File: src/rtl/fetch_unit.sv
// fetch_unit: single-issue instruction fetch stage driving the IF/ID register.
// Optional macro FETCH_PERF_CNT_EN adds FetchCount/BubbleCount outputs.
`default_nettype none

module fetch_unit #(
    parameter logic [31:0] RESET_PC  = 32'h0000_0000,
    parameter logic [31:0] NOP_INSTR = 32'h0000_0000
) (
    input  logic        clk,
    input  logic        reset,
    input  logic        Stall,
    input  logic        BranchTaken,
    input  logic [31:0] BranchTarget,
    output logic        IMemReq,
    output logic [31:0] IMemAddr,
    input  logic        IMemReady,
    input  logic [31:0] IMemRData,
    output logic [31:0] PCOut,
    output logic [31:0] InstrOut,
    output logic        ValidOut
`ifdef FETCH_PERF_CNT_EN
    ,
    output logic [31:0] FetchCount,
    output logic [31:0] BubbleCount
`endif
);

    typedef enum logic [1:0] {
        IDLE = 2'd0,
        REQ  = 2'd1,
        BUF  = 2'd2,
        DROP = 2'd3
    } state_t;

    state_t      state_q;
    logic [31:0] pc_q;
    logic [31:0] addr_q;
    logic [31:0] pcout_q;
    logic [31:0] instr_q;
    logic        valid_q;
    logic [31:0] buf_q;
    logic [31:0] pend_q;

    logic [31:0] target_d;
    logic [31:0] pc_inc_d;

    assign target_d = BranchTarget & ~32'h0000_0003;
    assign pc_inc_d = pc_q + 32'd4;

    assign IMemReq  = (state_q == REQ) || (state_q == DROP);
    assign IMemAddr = addr_q;
    assign PCOut    = pcout_q;
    assign InstrOut = instr_q;
    assign ValidOut = valid_q;

    always_ff @(posedge clk or posedge reset) begin
        if (reset) begin
            state_q <= IDLE;
            pc_q    <= RESET_PC;
            addr_q  <= RESET_PC;
            pcout_q <= 32'd0;
            instr_q <= NOP_INSTR;
            valid_q <= 1'b0;
            buf_q   <= 32'd0;
            pend_q  <= 32'd0;
        end else if (BranchTaken) begin
            // Redirect wins over Stall: bubble now, refetch from the target.
            instr_q <= NOP_INSTR;
            valid_q <= 1'b0;
            if (state_q == REQ && !IMemReady) begin
                pend_q  <= target_d;
                state_q <= DROP;
            end else if (state_q == DROP && !IMemReady) begin
                pend_q  <= target_d;
            end else begin
                pc_q    <= target_d;
                addr_q  <= target_d;
                state_q <= REQ;
            end
        end else begin
            case (state_q)
                IDLE: begin
                    addr_q  <= pc_q;
                    state_q <= REQ;
                end
                REQ: begin
                    if (IMemReady) begin
                        if (Stall) begin
                            buf_q   <= IMemRData;
                            state_q <= BUF;
                        end else begin
                            pcout_q <= pc_q;
                            instr_q <= IMemRData;
                            valid_q <= 1'b1;
                            pc_q    <= pc_inc_d;
                            addr_q  <= pc_inc_d;
                        end
                    end else if (!Stall) begin
                        instr_q <= NOP_INSTR;
                        valid_q <= 1'b0;
                    end
                end
                BUF: begin
                    if (!Stall) begin
                        pcout_q <= pc_q;
                        instr_q <= buf_q;
                        valid_q <= 1'b1;
                        pc_q    <= pc_inc_d;
                        addr_q  <= pc_inc_d;
                        state_q <= REQ;
                    end
                end
                default: begin
                    // DROP: let the in-flight request finish, then go to the saved target.
                    if (!Stall) begin
                        instr_q <= NOP_INSTR;
                        valid_q <= 1'b0;
                    end
                    if (IMemReady) begin
                        pc_q    <= pend_q;
                        addr_q  <= pend_q;
                        state_q <= REQ;
                    end
                end
            endcase
        end
    end

`ifdef FETCH_PERF_CNT_EN
    logic        fetch_load;
    logic        bubble_load;
    logic [31:0] fetch_cnt_q;
    logic [31:0] bubble_cnt_q;

    always_comb begin
        fetch_load  = !BranchTaken && !Stall &&
                      (((state_q == REQ) && IMemReady) || (state_q == BUF));
        bubble_load = BranchTaken ||
                      (!Stall && (((state_q == REQ) && !IMemReady) || (state_q == DROP)));
    end

    always_ff @(posedge clk or posedge reset) begin
        if (reset) begin
            fetch_cnt_q  <= 32'd0;
            bubble_cnt_q <= 32'd0;
        end else begin
            if (fetch_load) begin
                fetch_cnt_q <= fetch_cnt_q + 32'd1;
            end
            if (bubble_load) begin
                bubble_cnt_q <= bubble_cnt_q + 32'd1;
            end
        end
    end

    assign FetchCount  = fetch_cnt_q;
    assign BubbleCount = bubble_cnt_q;
`endif

endmodule

`default_nettype wire

File: config.mk
export PLATFORM = sky130hd
export DESIGN_NAME = fetch_unit
export DESIGN_NICKNAME = d
export VERILOG_FILES = /design/src/rtl/fetch_unit.sv
export SDC_FILE = /design/constraint.sdc
export NUM_CORES = 1
export LEC_CHECK = 0
export ABC_AREA = 1
export CORE_MARGIN = 4
export CORE_UTILIZATION = 46
export DETAILED_ROUTE_END_ITERATION = 10
export PLACE_DENSITY_LB_ADDON = 0.08
export SKIP_LAST_GASP = 1
export SLEW_MARGIN = 0
export SYNTH_ARGS = -nofsm -noshare
export SYNTH_HDL_FRONTEND = slang
export SYNTH_SLANG_ARGS = --single-unit
File: constraint.sdc
create_clock -name clk -period 7.1 [get_ports clk]
set_input_delay 1.065 -clock clk [delete_from_list [all_inputs] [get_ports clk]]
set_output_delay 1.065 -clock clk [all_outputs]
set_load 0.01 [all_outputs]
[Word-level counts from Yosys, hierarchy flattened]
Cells that the tools add are included.
Cells by class
  add/sub/neg operators: 1
  $mul: 0
  divide/modulo/power cells: 0
  magnitude comparators: 0
  equality and inequality tests: 12
  shift-type cells: 0
  mux-type cells: 35
  bitwise gates (word level): 1
  reductions and logical operators: 16
Operators with widths (count)
  32-bit 2-to-1 mux: 18
  32-bit case mux with 3 select lines: 3
  32-bit case mux with 2 select lines: 1
  32-bit by 3-bit adder with 32-bit output (second input constant): 1
  2-bit 2-to-1 mux: 7
  3-bit != test (second input constant): 4
  5-bit AND reduction: 2
  2-bit != test (second input constant): 4
  4-bit AND reduction: 2
  2-bit case mux with 3 select lines: 1
  3-bit AND reduction: 2
  2-bit equality test (second input constant): 2
  1-bit 2-to-1 mux: 4
  4-bit != test (second input constant): 1
  2-bit nonzero test: 2
  4-bit nonzero test: 1
  1-bit case mux with 3 select lines: 1
  3-bit nonzero test: 1
  2-bit by 1-bit equality test with 1-bit output (second input constant): 1
  1-bit logical AND: 2
  2-bit logical NOT: 1
  2-bit AND reduction: 1
  1-bit logical NOT: 1
  1-bit logical OR: 1
  1-bit inverter: 1
Storage, ports and cells
  register bits: 195
  bits in latches: 0
  bits in writable memories: 0
  bits in read-only memories: 0
  bits of input ports: 69
  output and inout port bits: 98
  logic and storage cells: 73
  memories kept: 0

[Depth between registers and ports, before layout]
Gate-level depths: netlist of run 1.
  depth in word-level cells: 5
  gate-level depth with buffers: 11
  depth with buffers taken out: 11

[Worst setup path before layout of run 1]
Ideal clock, no wire load.
  path type: input-to-reg
  start point: input port BranchTaken
  end point: register addr_q[10], in the netlist IMemAddr[10]
  library setup time: 0.121 ns
  data arrival time: 2.089 ns
  data required time: 6.979 ns
  path slack: 4.890 ns
  stages: 10
  buffers on the path: 2
  cell sequence: buf_6 -> inv_4 -> nor2_1 -> nand2_1 -> o211ai_4 -> nor2_4 -> inv_4 -> buf_6 -> nor2_1 -> a21oi_1
Between the ends
  word-level cells in the longest chain between the ends: 2
  elaborated cells between the ends (all ways): 6
  classes of those cells: 3 x eq/ne; 1 x mux; 2 x reduce/logical
RTL lines
  start: declaration: line 12  | input logic BranchTaken,
  3-bit != test (no line) (tied with other cells)
  4-bit AND reduction (no line)
  end signal: assignment: line 77  | addr_q <= target_d;
  end signal: assignment: line 83  | addr_q <= pc_q;
  end signal: assignment: line 96  | addr_q <= pc_inc_d;
  end: declaration: line 37  | logic [31:0] addr_q;
Several ways; a longest one is shown, not always the timed one.
A chain may end at the register's enable or synchronous reset.

[Worst setup path after layout of run 1]
  start point: input port BranchTaken
  end point: register addr_q[15], in the netlist IMemAddr[15]
Same word-level chain as after synthesis.

==> qor.yml, run 1 <==
period_share_pct: 54.3
fin_area_mm2: 0.0121
r2r_setup_slack_ps: 3900
placed_cell_area_mm2: 0.0115
cts_setup_buffers: 0
ys.flop_type: "dfrtp_1"
dp_cells: 1694
min-delay-start: "IMemAddr[2]"
io_pins: 167
max_cap_viol_count: 0
yosysWarnings: 0
crit_path_max_fanout: 37
clockBufferDepth: 2
setup_viol: 0
worst_pin_slew_ps: 1100
nNetsFinal: 1513
wl_mm: 28.4
hpwlAfterDp_mm: 18.1
area_delta_synth_final_pct: 22.1
antenna_found_initial: 1
worstSetupPathType: "input port to flip-flop"
ctsResizeCount: 0
synth_common_cells: "nand2_1 (341), dfrtp_1 (188), nor2_1 (186), o21ai_0 (139), inv_1 (117)"
clkSinkCount: 188
synth_edf_count: 0
ys_types: 38
relSlewSlack_pct: 26.7
r2r-start: "state_q[0]"
synthCells: 1319
synth.avg_cell_area_um2: 7.49
yosysSeqAreaShare_pct: 47.6
critPathLaunch: "BranchTaken"
r2r_end: "IMemAddr[15]"
die_area_mm2: 0.0239
postSynthRegisterBits: 188
cts.reportedPaths.clkPinSlew_ps: 70
async_reset_ff_share_pct: 100
numCtsBuffers: 17
hold_class: "flip-flop to flip-flop"
end_kind: "flip-flop"
synthTopCellsByArea: "dfrtp_1 (48%), nand2_1 (13%), nor2_1 (7.1%)"
diodes: 0
finalSetupTns_ps: 0
cp.arrival_ps: 4170
vias: 9128
firstDrtPassIters: 5
reg2regPathDepth: 9
grt_overflow: 0
yosysTopAreaCellShare_pct: 47.6
fmax_mhz: 259
dieWidth_um: 155
layout-drive-gt1-share_pct: 5.72
setup_ws_ps: 3240
status: "finished clean"
holdPathStages: 2
hold_viol: 0
fin_skew_ps: 12.9
required_ps: 7420
cts_tree: "done"
cts_hold_buf: 0
drc: 0
p_leak_uw: 0.00581
grt_pass1_wl_mm: 46.3
synth.largest_area_cell: "dfrtp_1"
portBuffers: 162
dieHeight_um: 155
grt_max_degree: 124
rows: 53
min_to: "IMemAddr[2]"
grt.total_usage_pct: 24.1
critPathLaunchType: "input port"
peakVddDrop_mv: 0.259
finalMaxSlewViolations: 0
period_minus_slack_ps: 3860
nFillCells: 2028
start_util_pct: 46.9
synth_area_mm2: 0.00988
synth_most_common_cell: "nand2_1"
rsz0062_at_grt: "no"
cts_max_level: 4
powerDensity_mw_per_mm2: 449
grt_pass1_vias: 8879
gp_congestion: 0.867
place_ws_ps: 2810
insertion_delay_ps: 440
cts-root-buf: "clkbuf_16"
core_area_mm2: 0.0211
fin_cells: 1726
drtIter0Drc: 689
wl_per_cell_um: 16.4
antenna_left: 0
viasPerCell: 5.29
## how the worst max path moves through the flow
stage                     slack, ps  depth (start not counted)           end
final                          3240                          9  IMemAddr[15]
after floorplan                 920                          1  IMemAddr[10]
after global routing           2990                          9  IMemAddr[18]
after CTS                      3260                          9  IMemAddr[15]
after global placement         2830                          9  IMemAddr[10]
after detailed placement       2810                          9  IMemAddr[22]
## worst max-delay path, cell delays in order
cell	delay, ps
buf_2	470
buf_4	510
nor2_4	90
inv_2	360
o211ai_4	150
nor2_4	840
inv_4	350
nor2_1	210
a21oi_1	80
## power breakdown
part / internal, µW / leakage (µW) / switching, µW / total (µW)
registers: 1560 / 0.00228 / 347 / 1900
clock network: 496 / 0.000261 / 443 / 939
logic: 1010 / 0.00327 / 1560 / 2570
total: 3070 / 0.00581 / 2350 / 5420
## logic make-up after synthesis
kind of cell | count (synthesis) | share of synthesized area, %
buffers and inverters | 196 | 9.04
AOI/OAI and AO/OA | 288 | 15.4
and+or+nand+nor | 624 | 25.4
adders and majority gates | 6 | 0.760
other | 1 | 0.0380
xor gates and xnor gates | 1 | 0.0887
DFF | 188 | 47.6
muxes | 15 | 1.71
## placed cells by master (no fill, tap or decap), types with 2 or more instances in the layout
cell type          n
nor2_4             3
nand2_1          341
inv_1            116
a31oi_1           10
nand3_1           76
or2_2              2
and2_1             2
conb_1             2
clkbuf_16         17
clkbuf_1           2
inv_4              3
clkinv_4           2
nor2_2             8
clkdlybuf4s50_1  161
clkinvlp_4         5
dfrtp_1          188
ha_1               5
nand2_2            3
o22ai_1           17
a21oi_1          106
o21ai_0          139
nor2_1           186
mux2_2            15
o21ai_1            5
o211ai_1           8
buf_4              8
inv_8              2
inv_2              4
clkinv_2           2
## routing by layer
metal	GRT usage, %	wire length, µm	vias up
li1	-	-	4472
met1	33.7	12800	4314
met2	38.1	13100	303
met3	5.18	2030	37
met4	6.73	489	2
met5	0	7	-
## layout make-up
type	count	area [µm²]	area share [%]
sequential	188	4700	39.0
multi-input combinational	936	4290	35.6
inverter	125	484	4.01
clock inverter	12	115	0.954
tap	275	344	2.85
clock buffer	20	447	3.70
timing repair buffer	170	1680	13.9
## per-stage QoR
step	utilization, %	power (µW)	hold slack [ps]
after CTS	57.2	5440	490
after floorplan	-	3530	453
final	57.2	5420	481
after detailed placement	54.5	4490	469
after global routing	57.2	5870	509
after global placement	54.5	4440	463
## sequential cells by signal, indices dropped and copies added (netlist names)
signal    count
IMemAddr     31
state_q       2
ValidOut      1
pend_q       30
pc_q         30
InstrOut     32
PCOut        30
buf_q        32
Power figures use the tool's default switching activity.
==> inputs of run 2 (changes only) <==
Clock period 7.1 ns to 3.15 ns, I/O delays scaled along.
==> qor.yml, run 2 (synthesized netlist as in run 1, its figures left out) <==
diodes: 0  # unchanged
ctsResizeCount: 0  # unchanged
finalMaxSlewViolations: 0  # unchanged
rows: 53  # unchanged
hpwlAfterDp_mm: 18.6  # +2.4%
switching_share_pct: 43.2  # -0.18 points
cts-root-buf: "clkbuf_16"
fin_skew_ps: 11.4  # -1.49 ps
status: "finished clean"
antenna_found_initial: 2  # +1
peakVddDrop_mv: 0.574  # +120%
viasPerCell: 5.18  # -2.1%
grt_overflow: 0  # unchanged
nFillCells: 1987  # -2.0%
wl_per_cell_um: 16.0  # -2.4%
nNetsFinal: 1524  # +0.73%
wl_mm: 27.9  # -1.8%
dieWidth_um: 155  # unchanged
insertion_delay_ps: 440  # about the same
min-delay-start: "PCOut[11]"
portBuffers: 162  # unchanged
placed_cell_area_mm2: 0.0116  # +1.0%
end_kind: "output port"
firstDrtPassIters: 5  # unchanged
power.share.clock_pct: 18.4  # +1.1 points
hold_class: "flip-flop to flip-flop"
cts_tree: "done"
cp.arrival_ps: 2090  # -2080 ps
start_util_pct: 46.9  # unchanged
drtIter0Drc: 575  # -17%
p_comb_share_pct: 47.1  # -0.4 points
p_int_uw: 7060  # +130%
crit_path_max_fanout: 7  # -81%
layout_common_cells: "nand2_1 (341), dfrtp_1 (188), nor2_1 (186)"
sequentialPowerShare_pct: 34.5  # -0.6 points
setup_ws_ps: 589  # -2650 ps
p_leak_uw: 0.00591  # +1.8%
fin_area_mm2: 0.0122  # +1.5%
worst_pin_slew_ps: 874  # -222 ps
vias: 8990  # -1.5%
fmax_mhz: 391
grt_max_degree: 122  # -1.6%
period_share_pct: 81.3
period_minus_slack_ps: 2560
grt_pass1_wl_mm: 45.5  # -1.8%
dieHeight_um: 155  # unchanged
grt.total_usage_pct: 23.5  # -0.53 points
drc: 0  # unchanged
antenna_left: 0  # unchanged
drt-met1-wl_mm: 12.6  # -1.5%
rsz0062_at_grt: "no"
grt_pass1_vias: 8851  # -0.32%
clkSinkCount: 188  # unchanged
hold_viol: 0  # unchanged
numCtsBuffers: 17  # unchanged
dr_wl_met3_mm: 1.74  # -14%
area_delta_synth_final_pct: 23.9
wl_met2_mm: 13.0  # -0.69%
max_cap_viol_count: 0  # unchanged
r2r-start: "state_q[0]"
clockBufferDepth: 2  # unchanged
place_ws_ps: 597  # -2210 ps
cts.reportedPaths.clkPinSlew_ps: 70  # about the same
cts_hold_buf: 0  # unchanged
powerDensity_mw_per_mm2: 1020  # +130%
relSlewSlack_pct: 41.7  # +15 points
final_common_cell: "nand2_1"
required_ps: 2680  # -4740 ps
gp_congestion: 0.878  # +1.2%
critPathLaunchType: "flip-flop"
cts_setup_buffers: 0  # unchanged
die_area_mm2: 0.0239  # unchanged
io_pins: 167  # unchanged
finalSetupTns_ps: 0  # unchanged
routed.top_layer: "met5"
fin_util_pct: 58.0  # +0.85 points
layout-drive-gt1-share_pct: 6.57  # +0.85 points
switching_power_uw: 5370  # +130%
setup_viol: 0  # unchanged
hold_ws_ps: 485  # +3.38 ps
core_area_mm2: 0.0211  # unchanged
worstSetupPathType: "flip-flop to output port"
critPathLaunch: "state_q[1]"
cts_max_level: 4  # unchanged
[run 2: worst paths after layout]
path,end,slack [ps],depth (start not counted)
hold reg to reg,PCOut[11],480,2
max in group asynchronous,PCOut[23],2040,3
hold / removal,PCOut[11],480,2
setup reg to reg,pc_q[31],770,8
setup / recovery,IMemReq,590,4
min in group asynchronous,InstrOut[16],500,3
[run 2: layout make-up]
class                   instances  area [µm²]  area share (%)
inverters                     125         480            3.93
repair buffers                181        1800            14.7
clock buffers                  17         425            3.48
multi-input cells             936        4290            35.0
flip-flops and latches        188        4700            38.4
well taps                     275         344            2.81
clock inverters                15         200            1.64
[run 2: critical path, stage by stage (launching register included)]
cell and delay, ps:
dfrtp_1 420, inv_1 90, ha_1 290, or2_2 340, clkdlybuf4s50_1 510
[run 2: power groups by stage]
stage | combinational, µW | clock, µW | sequential, µW
after floorplan | 3610 | 0 | 4360
after global placement | 5750 | 0 | 4290
after detailed placement | 5850 | 0 | 4310
after CTS | 5870 | 2330 | 4280
after global routing | 6590 | 2430 | 4440
final | 5850 | 2290 | 4290
[run 2: layer usage]
layer,up-vias,track usage [%]
li1,4491,-
met5,-,0
met4,4,6.81
met3,35,5.18
met1,4191,31.8
met2,269,38.4
[run 2: per-stage QoR]
| step | power, µW | std cells |
|---|---|---|
| global placement | 10000 | 1705 |
| floorplan | 7970 | 1320 |
| CTS | 12500 | 1737 |
| global route | 13500 | 1737 |
| finish | 12400 | 1737 |
| detailed placement | 10200 | 1705 |
==> inputs of run 3 (changes only) <==
Clock period 3.15 ns to 2.07 ns, I/O delays scaled along.
==> qor.yml, run 3 (synthesized netlist as in run 1, its figures left out) <==
status: "finished clean"
peakVddDrop_mv: 0.753  # +31%
worst_pin_slew_ps: 553  # -321 ps
layout_common_cells: "nand2_1 (341), dfrtp_1 (188), nor2_1 (186)"
r2r-start: "state_q[1]"
crit_chain: "inv_1 > ha_2 > or2_2 > clkdlybuf4s15_1"
portBuffers: 162  # unchanged
switching_power_uw: 8130  # +51%
power.share.clock_pct: 19.1  # +0.7 points
grt_pass1_vias: 8879  # +0.32%
clockBufferDepth: 2  # unchanged
period_minus_slack_ps: 1980
max_stage_delay_ps: 390  # -120 ps
area_delta_synth_final_pct: 27.1
antenna_found_initial: 2  # unchanged
cts.reportedPaths.clkPinSlew_ps: 70  # about the same
die_area_mm2: 0.0239  # unchanged
worstPathBufferInverterCount: 2  # unchanged
cts-root-buf: "clkbuf_16"
fmax_mhz: 504
drc: 0  # unchanged
grt_overflow: 0  # unchanged
reg2regPathDepth: 7  # -1
gp_congestion: 0.904  # +3.0%
wl_per_cell_um: 16.0  # about the same
final_common_cell: "nand2_1"
end_kind: "output port"
antenna_left: 0  # unchanged
insertion_delay_ps: 440  # about the same
switching_share_pct: 41.5  # -1.7 points
wl_mm: 28.3  # +1.6%
cts_tree: "done"
hold_class: "input port to asynchronous set/reset pin"
finalMaxSlewViolations: 0  # unchanged
start_util_pct: 46.9  # unchanged
place_ws_ps: 69.4  # -528 ps
period_share_pct: 95.8
max_cap_viol_count: 0  # unchanged
nFillCells: 1995  # +0.40%
viasPerCell: 5.15  # -0.44%
drtIter0Drc: 589  # +2.4%
core_area_mm2: 0.0211  # unchanged
dieWidth_um: 155  # unchanged
hold_ws_ps: 177  # -308 ps
io_pins: 167  # unchanged
setup_ws_ps: 87.0  # -502 ps
crit_path_max_fanout: 4  # -3
cp_top_family: "flip-flops"
p_comb_share_pct: 47.5  # +0.4 points
cp-endpoint: "IMemReq"
required_ps: 1760  # -920 ps
cp.arrival_ps: 1670  # -420 ps
sequentialPowerShare_pct: 33.4  # -1.1 points
crit_cells: 4  # unchanged
fin_skew_ps: 14.8  # +3.41 ps
nNetsFinal: 1553  # +1.9%
cts_max_level: 4  # unchanged
critPathLaunch: "state_q[1]"
slowest_stage: "dfrtp_1"
grt.total_usage_pct: 24.0  # +0.44 points
r2r_end: "InstrOut[1]"
hold_viol: 0  # unchanged
dieHeight_um: 155  # unchanged
powerDensity_mw_per_mm2: 1560  # +54%
diodes: 0  # unchanged
rsz0062_at_grt: "yes"
r2r_setup_slack_ps: 150  # -620 ps
firstDrtPassIters: 7  # +2
vias: 9095  # +1.2%
setup_viol: 0  # unchanged
worstSetupPathType: "flip-flop to output port"
clkSinkCount: 188  # unchanged
relSlewSlack_pct: 63.1  # +21 points
p_int_uw: 11400  # +62%
hpwlAfterDp_mm: 19.5  # +5.2%
grt_max_degree: 65  # -47%
p_leak_uw: 0.00609  # +2.9%
numCtsBuffers: 17  # unchanged
rows: 53  # unchanged
critPathLaunchType: "flip-flop"
grt_pass1_wl_mm: 46.1  # +1.4%
layout-drive-gt1-share_pct: 8.39  # +1.8 points
## run 3: power groups by stage
stage | clock network, µW | logic, µW | registers (µW)
floorplan | 0 | 5490 | 6630
global placement | 0 | 9130 | 6540
detailed placement | 0 | 9260 | 6590
CTS | 3790 | 9340 | 6540
global route | 3940 | 10500 | 6790
finish | 3730 | 9300 | 6540
## run 3: worst min-delay path by stage
stage                              to  slack [ps]        start  cells after the start
after floorplan             buf_q[14]         450    buf_q[14]                      2
after global placement    IMemAddr[2]         460  IMemAddr[2]                      2
after detailed placement  IMemAddr[2]         470  IMemAddr[2]                      2
after CTS                 IMemAddr[1]         170        reset                      2
after global routing      IMemAddr[1]         200        reset                      2
final                     IMemAddr[1]         180        reset                      2
## run 3: per-stage QoR
stage / power [µW] / instances / utilization (%) / TNS (ps) / area [µm²]
2_1_floorplan: 12100 / 1320 / - / -124270 / 9890
3_3_place_gp: 15700 / 1732 / 56.3 / 0 / 11900
3_5_place_dp: 15900 / 1732 / 56.3 / 0 / 11900
4_1_cts: 19700 / 1765 / 59.6 / 0 / 12600
5_1_grt: 21200 / 1765 / 59.6 / -82.9 / 12600
6_report: 19600 / 1765 / 59.6 / 0 / 12600
## run 3: per-layer routing
metal / track usage (%) / wire (µm)
met1: 32.9 / 12800
met2: 38.2 / 13100
met3: 5.09 / 1860
met4: 7.61 / 509
met5: 0 / 27
## run 3: layout make-up
class / instances / area (µm²) / share of cell area, %
Clock buffer: 19 / 453 / 3.61
Multi-Input combinational cell: 936 / 4290 / 34.2
Inverter: 125 / 480 / 3.83
Sequential cell: 188 / 4700 / 37.5
Clock inverter: 12 / 209 / 1.66
Timing Repair Buffer: 210 / 2080 / 16.5
Tap cell: 275 / 344 / 2.74
## run 3: timing repair
action | 4_1_cts | 5_1_grt
hold buffers | 0 | 0
setup buffers | 2 | 0
endpoints found under the hold margin | 0 | 0
resized for setup | 2 | 1
endpoints found under the setup margin | 1 | 7
